### src/rtl/if_stage_pkg.sv
// ============================================================================
// if_stage_pkg : shared widths, reset defaults and FSM encoding for fetch
// Revision 1.0 : initial release
// ============================================================================
`default_nettype none

package if_stage_pkg;

  localparam int CPU_WIDTH = 32;

  localparam logic [CPU_WIDTH-1:0] RESET_PC_DEF  = 32'h0000_0000;
  // addi x0,x0,0
  localparam logic [CPU_WIDTH-1:0] NOP_INST_DEF  = 32'h0000_0013;
  localparam logic [CPU_WIDTH-1:0] PC_STEP       = 32'h0000_0004;
  localparam logic [CPU_WIDTH-1:0] PC_ALIGN_MASK = 32'hFFFF_FFFC;

  typedef enum logic [1:0] {
    S_BOOT = 2'd0,
    S_RUN  = 2'd1,
    S_HOLD = 2'd2
  } fetch_state_t;

endpackage : if_stage_pkg

`default_nettype wire

### src/rtl/if_id_reg.sv
// ============================================================================
// if_id_reg : IF/ID pipeline register with hold and bubble (NOP) insertion
// Revision 1.0 : initial release
// ============================================================================
`default_nettype none

module if_id_reg
  import if_stage_pkg::*;
#(
  parameter logic [CPU_WIDTH-1:0] NOP_INST = NOP_INST_DEF
) (
  input  logic                 clk,
  input  logic                 rst_n,
  input  logic                 i_hold,
  input  logic                 i_bubble,
  input  logic [CPU_WIDTH-1:0] i_pc,
  input  logic [CPU_WIDTH-1:0] i_inst,
  output logic [CPU_WIDTH-1:0] o_pc,
  output logic [CPU_WIDTH-1:0] o_inst,
  output logic                 o_valid
);

  logic [CPU_WIDTH-1:0] r_pc;
  logic [CPU_WIDTH-1:0] r_inst;
  logic                 r_valid;

  // A bubble outranks a hold so a flush still squashes a stalled slot.
  always_ff @(posedge clk) begin
    if (!rst_n || i_bubble) begin
      r_pc    <= '0;
      r_inst  <= NOP_INST;
      r_valid <= 1'b0;
    end else if (!i_hold) begin
      r_pc    <= i_pc;
      r_inst  <= i_inst;
      r_valid <= 1'b1;
    end
  end

  assign o_pc    = r_pc;
  assign o_inst  = r_inst;
  assign o_valid = r_valid;

endmodule : if_id_reg

`default_nettype wire

### src/rtl/if_stage.sv
// ============================================================================
// if_stage : instruction fetch - PC register, boot/run/hold FSM, fetch counter
// Revision 1.0 : initial release
// ============================================================================
`default_nettype none

module if_stage
  import if_stage_pkg::*;
#(
  parameter logic [CPU_WIDTH-1:0] RESET_PC = RESET_PC_DEF,
  parameter logic [CPU_WIDTH-1:0] NOP_INST = NOP_INST_DEF
) (
  input  logic                 clk,
  input  logic                 rst_n,
  input  logic                 stall_i,
  input  logic                 jump_en_i,
  input  logic [CPU_WIDTH-1:0] jump_addr_i,
  input  logic                 flush_i,
  output logic [CPU_WIDTH-1:0] pc_addr_o,
  input  logic [CPU_WIDTH-1:0] inst_i,
  output logic [CPU_WIDTH-1:0] id_pc_o,
  output logic [CPU_WIDTH-1:0] id_inst_o,
  output logic                 id_valid_o,
  output logic [CPU_WIDTH-1:0] fetch_cnt_o
);

  fetch_state_t         r_state;
  fetch_state_t         w_state_nxt;
  logic [CPU_WIDTH-1:0] r_pc;
  logic [CPU_WIDTH-1:0] w_pc_nxt;
  logic [CPU_WIDTH-1:0] r_fetch_cnt;
  logic [CPU_WIDTH-1:0] w_fetch_cnt_nxt;
  logic                 w_bubble;
  logic                 w_hold;

  always_ff @(posedge clk) begin
    if (!rst_n) begin
      r_state     <= S_BOOT;
      r_pc        <= RESET_PC;
      r_fetch_cnt <= '0;
    end else begin
      r_state     <= w_state_nxt;
      r_pc        <= w_pc_nxt;
      r_fetch_cnt <= w_fetch_cnt_nxt;
    end
  end

  // RUN and HOLD share one decision tree; HOLD only records that the
  // previous cycle was stalled, so releasing stall advances immediately.
  always_comb begin
    w_state_nxt     = r_state;
    w_pc_nxt        = r_pc;
    w_fetch_cnt_nxt = r_fetch_cnt;
    w_bubble        = 1'b0;
    w_hold          = 1'b0;
    case (r_state)
      S_BOOT: begin
        w_state_nxt = S_RUN;
        w_bubble    = 1'b1;
      end
      default: begin
        if (jump_en_i) begin
          w_state_nxt = S_RUN;
          w_pc_nxt    = jump_addr_i & PC_ALIGN_MASK;
          w_bubble    = 1'b1;
        end else begin
          if (stall_i) begin
            w_state_nxt = S_HOLD;
            w_hold      = 1'b1;
          end else begin
            w_state_nxt = S_RUN;
            w_pc_nxt    = r_pc + PC_STEP;
          end
          if (flush_i) begin
            w_bubble = 1'b1;
          end else if (!stall_i) begin
            w_fetch_cnt_nxt = r_fetch_cnt + 1'b1;
          end
        end
      end
    endcase
  end

  if_id_reg #(
    .NOP_INST (NOP_INST)
  ) u_if_id_reg (
    .clk      (clk),
    .rst_n    (rst_n),
    .i_hold   (w_hold),
    .i_bubble (w_bubble),
    .i_pc     (r_pc),
    .i_inst   (inst_i),
    .o_pc     (id_pc_o),
    .o_inst   (id_inst_o),
    .o_valid  (id_valid_o)
  );

  assign pc_addr_o   = r_pc;
  assign fetch_cnt_o = r_fetch_cnt;

endmodule : if_stage

`default_nettype wire

### config.mk
export PLATFORM = sky130hd
export DESIGN_NAME = if_stage
export DESIGN_NICKNAME = d
export VERILOG_FILES = /design/src/rtl/if_stage_pkg.sv /design/src/rtl/if_id_reg.sv /design/src/rtl/if_stage.sv
export SDC_FILE = /design/constraint.sdc
export NUM_CORES = 1
export LEC_CHECK = 0
export CORE_ASPECT_RATIO = 0.9
export CORE_MARGIN = 2
export CORE_UTILIZATION = 57
export DETAILED_ROUTE_END_ITERATION = 10
export DONT_BUFFER_PORTS = 1
export PLACE_DENSITY = 0.86
export SYNTH_ARGS = -nofsm -noshare
export SYNTH_HDL_FRONTEND = slang
export SYNTH_HIERARCHICAL = 1
export SYNTH_SLANG_ARGS = --single-unit
### constraint.sdc
create_clock -name clk -period 2.1 [get_ports clk]
set_clock_uncertainty 0.1 [all_clocks]
set_input_delay 0.525 -clock clk [delete_from_list [all_inputs] [get_ports clk]]
set_output_delay 0.525 -clock clk [all_outputs]
set_load 0.02 [all_outputs]
==> out/results.ini, run 1 <==
[logic_synthesis]
yosys.area_share.simple = 0.245
synth_area_per_cell_um2 = 9.15
synth_top_family_by_area = simple AND/OR/NAND/NOR gates
muxShareOfSynthArea = 0.113
yosys_warnings = 6
synth_edf_count = 0
ys_ff_latch = 129
synth_area_leaders = dfxtp_1 (43%), mux2i_1 (11%), nor2_1 (6.9%), nand4_1 (2.5%), nand2_1 (2.3%)
synth_xor_area_frac = 0.0261
async_flop_share = 0
yosys.area.top_type_share = 0.428
synth_cell_types = 75
netlist_area_mm2 = 0.00603
yosysTopAreaCell = dfxtp_1
synth_top_cells_by_count = dfxtp_1 (129), nor2_1 (111), mux2i_1 (68)
synthAdderAreaFrac = 0.00415
syn_inst = 659
ys.flop_type = dfxtp_1
synth-compound-area-share = 0.126
synthMostInstantiatedCell = dfxtp_1
ys_seq_area_frac = 0.428

[min_path]
min_from = rst_n
hp-class = in -> reg

[sta]
whs_ns = 0.144
worst_pin_slew_ns = 0.648
finalCritPeriodShare = 0.956
fin_ws_ns = 0.0925
fmax_mhz = 498
final.setup.tns_ns = 0
maxSlewHeadroom = 0.565
setup-violations-final = 0
post-route-min-period_ns = 2.01
finalHoldViolCount = 0
rsz0062_at_grt = no
finalMaxSlewViolations = 0

[power]
power_switching_uw = 1440
p_leak_uw = 0.00264
swShare = 0.236
irDropWorstVdd_v = 0.000766
clockPowerShare = 0.495
p_per_area_mw_per_mm2 = 859
internal_power_uw = 4660
power_frac_comb = 0.083
p_seq_frac = 0.422

[critical_path]
criticalPathCategory = reg -> reg
cp-end-kind = flop
cp-start-kind = flop
cp.arrival_ns = 2.19
crit_start = pc_addr_o[16]$_SDFFE_PN0N_
worst-endpoint-required_ns = 2.28
r2r_start = pc_addr_o[16]$_SDFFE_PN0N_
crit_fanout = 5

[cts]
clock_latency_ns = 0.41
clock_sinks = 129
root_buffer = clkbuf_16
cts_resized = 0
clockBufferDepth = 2
htreeDepth = 4
cts_made_buffers = 17
cts_setup_buffers = 0
clk_pin_slew_ns = 0.06
hold_buffers = 0
cts_tree = yes

[routing]
drt_iter0_drc = 451
vias_per_cell = 6.17
route.detailed.drc = 0
wl_mm = 16.2
postRouteAntennaNets = 0
via_count = 5275
wl_per_cell_um = 18.9
firstDrtPassIters = 5

[place]
dpl.hpwl_mm = 11.5
portBuffers = 0
dp_slack_ns = 0.0978
dpl_cell_area_mm2 = 0.00649
gp_congestion = 0.884

[grt]
grt_pass1_wl_mm = 25.7
grt_usage = 0.280
antenna_found_initial = 3
grt_pass1_vias = 5362
grt_max_degree = 50
grt_overflow = 0

[final_layout]
utilization = 0.690
fin_area_mm2 = 0.00710
nets = 784
area_delta_synth_final_pct = 17.8
drive_gt1_frac = 0.185

[outcome]
status = complete, no violations

[flow_run]
drv_cap = 0

[floorplan]
die-width_um = 112
initial_utilization = 0.586
num_rows = 35
die_area_mm2 = 0.0114
core_area_mm2 = 0.0103
die_h_um = 102
pin_count = 198

-- registers in the layout, indices dropped and copies added, names as in the netlist --
name	flops
pc_addr_o	30
r_state	2
fetch_cnt_o	32
u_if_id_reg/o_pc	32
u_if_id_reg/o_inst	32
u_if_id_reg/o_valid	1
-- metrics by stage --
| step | std cells | power (uW) |
|---|---|---|
| 2_1_floorplan | 662 | 3010 |
| 3_3_place_gp | 823 | 3100 |
| 3_5_place_dp | 823 | 3120 |
| 4_1_cts | 854 | 6130 |
| 5_1_grt | 855 | 6280 |
| 6_report | 855 | 6100 |
-- path summary, 6_finish.rpt --
path	cells after the start	to	slack, ns
max	5	pc_addr_o[31]$_SDFFE_PN0N_	0.09
min	1	fetch_cnt_o[2]$_SDFFE_PN0P_	0.14
max reg2reg	5	pc_addr_o[31]$_SDFFE_PN0N_	0.09
min reg2reg	2	u_if_id_reg/o_valid$_SDFFE_PP0N_	0.46
-- logic make-up (layout without fill, tap and decap cells) --
logic type	after synthesis	after routing
DFF	129	129
AOI/OAI and AO/OA	109	109
xor gates and xnor gates	18	18
other	1	5
muxes	68	68
adders and majority gates	2	2
buffers and inverters	52	115
and+or+nand+nor	280	280
-- cell usage in the layout (no fill, tap or decap), drive strengths merged, types with 16 or more instances in the layout --
cell type and instances:
nor2 112, clkbuf 21, dfxtp 129, a21oi 26, nand3 25, nand2 37
nand4 26, o21ai 25, mux2i 68, nor3 16, buf 74
-- cell type report --
class	count	area (um2)
Tap cell	129	161
Timing Repair Buffer	74	581
Sequential cell	129	2580
Clock inverter	10	134
Fill cell	791	3190
Inverter	10	37.5
Clock buffer	21	470
Antenna cell	1	2.50
Multi-Input combinational cell	481	3130
-- power groups by stage --
stage,clock [uW],sequential (uW),combinational (uW)
finish,3020,2570,508
global route,3160,2580,551
CTS,3050,2570,504
detailed placement,0,2620,498
global placement,0,2620,479
floorplan,0,2690,320
-- worst max-delay path, stage by stage (launching register included) --
cell and delay [ns]:
dfxtp_1 0.34, nand4_1 0.30, nor3_1 0.64, nand4_1 0.20
mux2i_1 0.19, o22ai_1 0.10
-- routing by layer --
metal / vias up / track usage / wire, um / share of wire
met5: - / 0 / 22 / 0.0014
met4: 4 / 0.109 / 329 / 0.020
met3: 38 / 0.113 / 1450 / 0.090
met2: 240 / 0.494 / 8160 / 0.50
met1: 2509 / 0.307 / 6210 / 0.38
li1: 2484 / - / - / -
Power figures use the tool's default switching activity.
==> run 2: changes to the inputs <==
--- a/config.mk
+++ b/config.mk
@@ -5,12 +5,13 @@
 export SDC_FILE = /design/constraint.sdc
 export NUM_CORES = 1
 export LEC_CHECK = 0
+export ABC_AREA = 1
 export CORE_ASPECT_RATIO = 0.9
 export CORE_MARGIN = 2
-export CORE_UTILIZATION = 57
+export CORE_UTILIZATION = 40
 export DETAILED_ROUTE_END_ITERATION = 10
 export DONT_BUFFER_PORTS = 1
-export PLACE_DENSITY = 0.86
+export PLACE_DENSITY = 0.67
 export SYNTH_ARGS = -nofsm -noshare
 export SYNTH_HDL_FRONTEND = slang
 export SYNTH_HIERARCHICAL = 1
==> run 2 against run 1 <==
  * Flip-flop and latch count is the same
  * Register-to-register slack gained 0.18 ns
  * Synthesized cell count grew 49%
  * Clock-buffer cell count shrank 4
  * Combinational power shrank 4.5%
  * Sequential share of layout area shrank 2.0 points
  * Final cell count grew 45%
  * Critical path type unchanged
  * Largest power group unchanged
==> out/results.ini, run 2 <==
[sta]
finalHoldViolCount = 0  ; unchanged
final.setup.tns_ns = 0  ; unchanged
fmax_mhz = 549  ; was 498 MHz
finalMaxSlewViolations = 0  ; unchanged
setup-violations-final = 0  ; unchanged
post-route-min-period_ns = 1.82  ; was 2.01 ns
maxSlewHeadroom = 0.548  ; was 0.565
worst_pin_slew_ns = 0.678  ; was 0.648 ns
finalCritPeriodShare = 0.868  ; was 0.956
rsz0062_at_grt = no  ; unchanged

[logic_synthesis]
synth_cell_types = 39  ; was 75
synth-compound-area-share = 0.138  ; was 0.126
synthMostInstantiatedCell = nand2_1  ; was dfxtp_1
ys.flop_type = dfxtp_1  ; unchanged
netlist_area_mm2 = 0.00648  ; was 0.00603 mm2
yosys.area_share.simple = 0.372  ; was 0.245
synth_top_cells_by_count = nand2_1 (344), nor2_1 (136), dfxtp_1 (129)  ; was dfxtp_1 (129), nor2_1 (111), mux2i_1 (68)
ys_seq_area_frac = 0.399  ; was 0.428
yosys.area.top_type_share = 0.399  ; was 0.428
synth_xor_area_frac = 0.00541  ; was 0.0261
synth_area_per_cell_um2 = 6.58  ; was 9.15 um2
synthAdderAreaFrac = 0.00386  ; was 0.00415
async_flop_share = 0  ; unchanged
muxShareOfSynthArea = 0  ; was 0.113
synth_top_family_by_area = simple AND/OR/NAND/NOR gates  ; unchanged
synth_edf_count = 0  ; unchanged
yosys_warnings = 6  ; unchanged
syn_inst = 985  ; was 659
synth_area_leaders = dfxtp_1 (40%), nand2_1 (20%), nor2_1 (7.9%), a21oi_1 (7.3%), inv_1 (3.8%)  ; was dfxtp_1 (43%), mux2i_1 (11%), nor2_1 (6.9%), nand4_1 (2.5%), nand2_1 (2.3%)
ys_ff_latch = 129  ; unchanged
yosysTopAreaCell = dfxtp_1  ; unchanged

[grt]
grt_overflow = 0  ; unchanged
grt_pass1_vias = 5571  ; was 5362
antenna_found_initial = 2  ; was 3
grt_pass1_wl_mm = 29.6  ; was 25.7 mm
grt_max_degree = 66  ; was 50
grt_usage = 0.212  ; was 0.280

[final_layout]
drive_gt1_frac = 0.136  ; was 0.185
nets = 1092  ; was 784
area_delta_synth_final_pct = 16.0  ; was 17.8%
final_cell_mix = nand2_1 (344), nor2_1 (135), dfxtp_1 (129), a21oi_1 (95), inv_1 (66)  ; was dfxtp_1 (127), nor2_1 (110), buf_4 (72), mux2i_1 (68), nand2_1 (37)
fill_cells = 1611  ; was 791
multi_input_area_mm2 = 0.00339  ; was 0.00313 mm2
layout_commonest_cell = nand2_1  ; was dfxtp_1
regArea_mm2 = 0.00258  ; about the same
fin_area_mm2 = 0.00752  ; was 0.00710 mm2

[critical_path]
rr_endpoint = pc_addr_o[28]$_SDFFE_PN0N_  ; was pc_addr_o[31]$_SDFFE_PN0N_
cp_cell_sequence = ha_1 > nand2_1 > nor2_4 > nand2_2 > nor2_4 > nand2_1 > nand2_1 > nand3_1 > nand2_1 > a21oi_1  ; was nand4_1 > nor3_1 > nand4_1 > mux2i_1 > o22ai_1
cp.arrival_ns = 2.03  ; was 2.19 ns
cpMaxStageDelayCell = dfxtp_1  ; was nor3_1
crit_fanout = 6  ; was 5
crit_buf_inv = 0  ; unchanged
cp_top_family = simple AND/OR/NAND/NOR gates  ; unchanged
worst-endpoint-required_ns = 2.31  ; was 2.28 ns
cp-start-kind = flop  ; unchanged
reg2reg_depth = 10  ; was 5
slowest_delay_ns = 0.45  ; was 0.64 ns
cp-end-kind = flop  ; unchanged
r2r_start = pc_addr_o[3]$_SDFFE_PN0N_  ; was pc_addr_o[16]$_SDFFE_PN0N_
criticalPathCategory = reg -> reg  ; unchanged
r2r_setup_slack_ns = 0.28  ; was 0.09 ns
cp_common_cell = nand2_1  ; was nand4_1

[routing]
firstDrtPassIters = 7  ; was 5
drt_iter0_drc = 442  ; was 451
wl_per_cell_um = 14.9  ; was 18.9 um
postRouteAntennaNets = 0  ; unchanged
via_count = 6329  ; was 5275
route.detailed.drc = 0  ; unchanged
wl_mm = 18.5  ; was 16.2 mm
vias_per_cell = 5.09  ; was 6.17

[flow_run]
drv_cap = 0  ; unchanged

[min_path]
whs_endpoint = fetch_cnt_o[22]$_SDFFE_PN0P_  ; was fetch_cnt_o[2]$_SDFFE_PN0P_
hp-class = in -> reg  ; unchanged
holdPathStages = 2  ; was 1
min_from = rst_n  ; unchanged

[cts]
cts_tree = yes  ; unchanged
cts_made_buffers = 17  ; unchanged
root_buffer = clkbuf_16  ; unchanged
clk_pin_slew_ns = 0.06  ; about the same
clock_latency_ns = 0.42  ; was 0.41 ns
htreeDepth = 4  ; unchanged
clock_sinks = 129  ; unchanged
clockBufferDepth = 2  ; unchanged
cts_setup_buffers = 0  ; unchanged

[power]
p_per_area_mw_per_mm2 = 792  ; was 859 mW/mm2
irDropWorstVdd_v = 0.000546  ; was 0.000766 V
p_leak_uw = 0.00273  ; was 0.00264 uW

[place]
dpl_cell_area_mm2 = 0.00693  ; was 0.00649 mm2
portBuffers = 0  ; unchanged
dpl.hpwl_mm = 13.6  ; was 11.5 mm
gp_congestion = 0.934  ; was 0.884

[floorplan]
die-width_um = 138  ; was 112 um
initial_utilization = 0.406  ; was 0.586
die_h_um = 125  ; was 102 um
die_area_mm2 = 0.0172  ; was 0.0114 mm2
num_rows = 44  ; was 35
pin_count = 198  ; unchanged
core_area_mm2 = 0.0160  ; was 0.0103 mm2

[outcome]
status = complete, no violations  ; unchanged

run 2: cell families (layout without fill, tap and decap cells):
kind of cell,Yosys count,in the layout
AND/OR/NAND/NOR,579,579
buffers and inverters,112,158
XOR/XNOR,4,4
AO/OA/AOI/OAI,158,158
adder cells (fa/ha/maj),2,2
flip-flops,129,129
other,1,6
run 2: routing by layer:
| metal | track usage | up-vias | wire [um] |
|---|---|---|---|
| met4 | 0.0600 | 0 | 328 |
| li1 | - | 3223 | - |
| met5 | 0 | - | 0 |
| met3 | 0.0773 | 23 | 1680 |
| met1 | 0.290 | 2848 | 8550 |
| met2 | 0.315 | 235 | 7950 |
run 2: repair_timing:
action | 4_1_cts | 5_1_grt
endpoints found under the hold margin | 0 | 0
hold buffers | 0 | 0
endpoints found under the setup margin | 0 | 63
gates resized for setup | 0 | 3
run 2: through the flow:
stage	std cells	utilization	total power, uW	worst slack [ns]	hold slack [ns]
3_5_place_dp	1209	0.434	3110	0.111	0.408
3_3_place_gp	1209	0.434	3110	0.134	0.400
4_1_cts	1241	0.470	6020	0.158	0.110
2_1_floorplan	988	-	2980	0.381	0.433
6_report	1243	0.471	5960	0.277	0.129
5_1_grt	1242	0.471	6170	0.0358	0.122
run 2: worst max-delay path by stage:
| stage | from | endpoint | cells past startpoint |
|---|---|---|---|
| after floorplan | pc_addr_o[2]$_SDFFE_PN0N_ | pc_addr_o[30]$_SDFFE_PN0N_ | 10 |
| after global placement | jump_en_i | u_if_id_reg/o_inst[5]$_SDFFE_PP0N_ | 6 |
| after detailed placement | jump_en_i | u_if_id_reg/o_inst[5]$_SDFFE_PP0N_ | 6 |
| after CTS | r_state[0]$_SDFF_PN0_ | u_if_id_reg/o_pc[4]$_SDFFE_PP0N_ | 7 |
| after global routing | pc_addr_o[3]$_SDFFE_PN0N_ | pc_addr_o[30]$_SDFFE_PN0N_ | 10 |
| final | pc_addr_o[3]$_SDFFE_PN0N_ | pc_addr_o[28]$_SDFFE_PN0N_ | 10 |
run 2: worst reg2reg max path: stages (launching register included):
cell and delay [ns]:
dfxtp_1 0.45, ha_1 0.22, nand2_1 0.10, nor2_4 0.18
nand2_2 0.15, nor2_4 0.18, nand2_1 0.07, nand2_1 0.06
nand3_1 0.07, nand2_1 0.09, a21oi_1 0.05
run 2: power by group:
group | internal [uW] | total [uW] | switching [uW]
clock | 1660 | 2890 | 1230
sequential | 2500 | 2580 | 73.9
combinational | 160 | 485 | 325
run 2: layout make-up:
| type | instances | area share |
|---|---|---|
| inverter | 71 | 0.0358 |
| antenna | 2 | 0.000666 |
| clock inverter | 15 | 0.0196 |
| timing repair buffer | 55 | 0.0583 |
| sequential | 129 | 0.344 |
| tap | 207 | 0.0345 |
| multi-input combinational | 747 | 0.451 |
| clock buffer | 17 | 0.0566 |
==> run 3: changes to the inputs <==
--- a/config.mk
+++ b/config.mk
@@ -11,7 +11,7 @@
 export CORE_UTILIZATION = 40
 export DETAILED_ROUTE_END_ITERATION = 10
 export DONT_BUFFER_PORTS = 1
-export PLACE_DENSITY = 0.67
+export PLACE_DENSITY = 0.65
 export SYNTH_ARGS = -nofsm -noshare
 export SYNTH_HDL_FRONTEND = slang
 export SYNTH_HIERARCHICAL = 1
==> constraint.sdc (replaced) <==
create_clock -name clk -period 2.2 [get_ports clk]
set_clock_uncertainty 0.1 [all_clocks]
set_input_delay 0.55 -clock clk [delete_from_list [all_inputs] [get_ports clk]]
set_output_delay 0.55 -clock clk [all_outputs]
set_load 0.02 [all_outputs]
==> run 3 against run 2 <==
  * First-iteration DRC count fell by 3.6%
  * Total power is 3.0% lower
  * Worst setup slack got worse by 0.016 ns
  * Critical endpoint is now pc_addr_o[30]$_SDFFE_PN0N_
  * Core utilization decreased by 0.45 points
  * Worst hold slack improved by 0.029 ns
  * Sequential power is 4% lower
  * Maximum frequency fell by 6.0%
  * Wire length grew 1.1%
  * Clock power about the same
  * Sequential share of layout area rose by 0.33 points
  * Clock-buffer cell count grew 1
==> out/results.ini, run 3 (synthesis results as in run 2) <==
[cts]
cts_resized = 0  ; unchanged
clock_latency_ns = 0.41  ; was 0.42 ns
clockBufferDepth = 2  ; unchanged
clock_sinks = 129  ; unchanged
cts_made_buffers = 17  ; unchanged
clk_pin_slew_ns = 0.06  ; about the same
hold_buffers = 0  ; unchanged
root_buffer = clkbuf_16  ; unchanged
cts_tree = yes  ; unchanged
cts_setup_buffers = 0  ; unchanged
htreeDepth = 4  ; unchanged

[sta]
rsz0062_at_grt = no  ; unchanged
maxSlewHeadroom = 0.554  ; was 0.548
whs_ns = 0.158  ; was 0.129 ns
finalMaxSlewViolations = 0  ; unchanged
final.setup.tns_ns = 0  ; unchanged
fin_ws_ns = 0.262  ; was 0.277 ns
fmax_mhz = 516  ; was 549 MHz
worst_pin_slew_ns = 0.669  ; was 0.678 ns
post-route-min-period_ns = 1.94  ; was 1.82 ns
setup-violations-final = 0  ; unchanged
finalCritPeriodShare = 0.881  ; was 0.868
finalHoldViolCount = 0  ; unchanged

[critical_path]
cpMaxStageDelayCell = dfxtp_1  ; unchanged
crit_buf_inv = 0  ; unchanged
criticalPathCategory = reg -> reg  ; unchanged
cp_common_cell = nand2_1  ; unchanged
cp-end-kind = flop  ; unchanged
cp_top_family = simple AND/OR/NAND/NOR gates  ; unchanged
reg2reg_depth = 10  ; unchanged
rr_endpoint = pc_addr_o[30]$_SDFFE_PN0N_  ; was pc_addr_o[28]$_SDFFE_PN0N_
slowest_delay_ns = 0.46  ; was 0.45 ns
r2r_setup_slack_ns = 0.26  ; was 0.28 ns
cp-start-kind = flop  ; unchanged
worst-endpoint-required_ns = 2.39  ; was 2.31 ns
cp_cell_sequence = ha_1 > nand2_1 > nor2_2 > nand2_2 > nor2_2 > nand2_1 > nand2_1 > nand3_1 > nand2_1 > a21oi_1  ; was ha_1 > nand2_1 > nor2_4 > nand2_2 > nor2_4 > nand2_1 > nand2_1 > nand3_1 > nand2_1 > a21oi_1
cp.arrival_ns = 2.13  ; was 2.03 ns
r2r_start = pc_addr_o[3]$_SDFFE_PN0N_  ; unchanged
crit_fanout = 6  ; unchanged

[flow_run]
drv_cap = 0  ; unchanged

[floorplan]
num_rows = 44  ; unchanged
die_h_um = 125  ; unchanged
die-width_um = 138  ; unchanged
die_area_mm2 = 0.0172  ; unchanged
initial_utilization = 0.406  ; unchanged
core_area_mm2 = 0.0160  ; unchanged
pin_count = 198  ; unchanged

[routing]
drt_iter0_drc = 426  ; was 442
via_count = 6233  ; was 6329
vias_per_cell = 5.05  ; was 5.09
wl_mm = 18.7  ; was 18.5 mm
met1_length_mm = 8.66  ; was 8.55 mm
top_layer = met4  ; unchanged
wl_met3_mm = 1.56  ; was 1.68 mm
route.detailed.drc = 0  ; unchanged
wl_per_cell_um = 15.2  ; was 14.9 um
wl_met2_mm = 8.22  ; was 7.95 mm
postRouteAntennaNets = 0  ; unchanged
firstDrtPassIters = 5  ; was 7

[final_layout]
multi_input_area_mm2 = 0.00338  ; was 0.00339 mm2
final_cell_mix = nand2_1 (344), nor2_1 (135), dfxtp_1 (129), a21oi_1 (95), inv_1 (66)  ; unchanged
regArea_mm2 = 0.00258  ; unchanged
nets = 1084  ; was 1092
fill_cells = 1638  ; was 1611
layout_commonest_cell = nand2_1  ; unchanged
area_delta_synth_final_pct = 14.9  ; was 16.0%
drive_gt1_frac = 0.130  ; was 0.136

[place]
dpl.hpwl_mm = 13.8  ; was 13.6 mm
dp_slack_ns = 0.238  ; was 0.111 ns
gp_congestion = 0.882  ; was 0.934
portBuffers = 0  ; unchanged

[grt]
grt_pass1_vias = 5598  ; was 5571
grt_usage = 0.212  ; about the same
grt_pass1_wl_mm = 29.7  ; was 29.6 mm
grt_overflow = 0  ; unchanged
antenna_found_initial = 2  ; unchanged
grt_max_degree = 66  ; unchanged

[min_path]
holdPathStages = 2  ; unchanged
whs_endpoint = fetch_cnt_o[22]$_SDFFE_PN0P_  ; unchanged
hp-class = in -> reg  ; unchanged
min_from = rst_n  ; unchanged

[outcome]
status = complete, no violations  ; unchanged

[power]
p_leak_uw = 0.00268  ; was 0.00273 uW
p_per_area_mw_per_mm2 = 776  ; was 792 mW/mm2
irDropWorstVdd_v = 0.000504  ; was 0.000546 V

-- run 3: final cells by class --
type | instances | area share
Multi-Input combinational cell | 747 | 0.455
Sequential cell | 129 | 0.347
Clock buffer | 18 | 0.0590
Timing Repair Buffer | 47 | 0.0474
Inverter | 71 | 0.0358
Tap cell | 207 | 0.0348
Clock inverter | 14 | 0.0208
Antenna cell | 2 | 0.000672
-- run 3: routing by layer --
| layer | vias up | global-route usage |
|---|---|---|
| li1 | 3193 | - |
| met1 | 2830 | 0.278 |
| met2 | 191 | 0.328 |
| met3 | 19 | 0.0807 |
| met4 | 0 | 0.0546 |
| met5 | - | 0 |
-- run 3: worst reg2reg max path, delay by kind of cell (launching register included) --
family / cells / cell delay [ns]
simple gates: 8 / 1.00
flops: 1 / 0.46
fa+ha+maj: 1 / 0.22
compound gates: 1 / 0.05
-- run 3: metrics by stage --
stage                     utilization  instance area, um2  cells  power [uW]
final                           0.466                7440   1235        5780
after global routing            0.466                7440   1234        5980
after CTS                       0.466                7440   1233        5820
after detailed placement        0.429                6850   1201        2970
after global placement          0.429                6850   1201        2960
after floorplan                     -                6490    988        2840
-- run 3: report_power, final --
group | leakage (uW) | switching (uW) | internal [uW]
sequential | 0.00105 | 78.8 | 2390
combinational | 0.00134 | 306 | 146
clock | 0.000293 | 1140 | 1720
total | 0.00268 | 1520 | 4260
-- run 3: worst max path at each step --
stage | start | to | cells past startpoint
2_1_floorplan | pc_addr_o[2]$_SDFFE_PN0N_ | pc_addr_o[30]$_SDFFE_PN0N_ | 10
3_5_place_dp | jump_en_i | fetch_cnt_o[19]$_SDFFE_PN0P_ | 8
4_1_cts | pc_addr_o[3]$_SDFFE_PN0N_ | pc_addr_o[28]$_SDFFE_PN0N_ | 10
5_1_grt | pc_addr_o[3]$_SDFFE_PN0N_ | pc_addr_o[30]$_SDFFE_PN0N_ | 10
3_3_place_gp | jump_en_i | fetch_cnt_o[21]$_SDFFE_PN0P_ | 8
6_report | pc_addr_o[3]$_SDFFE_PN0N_ | pc_addr_o[30]$_SDFFE_PN0N_ | 10
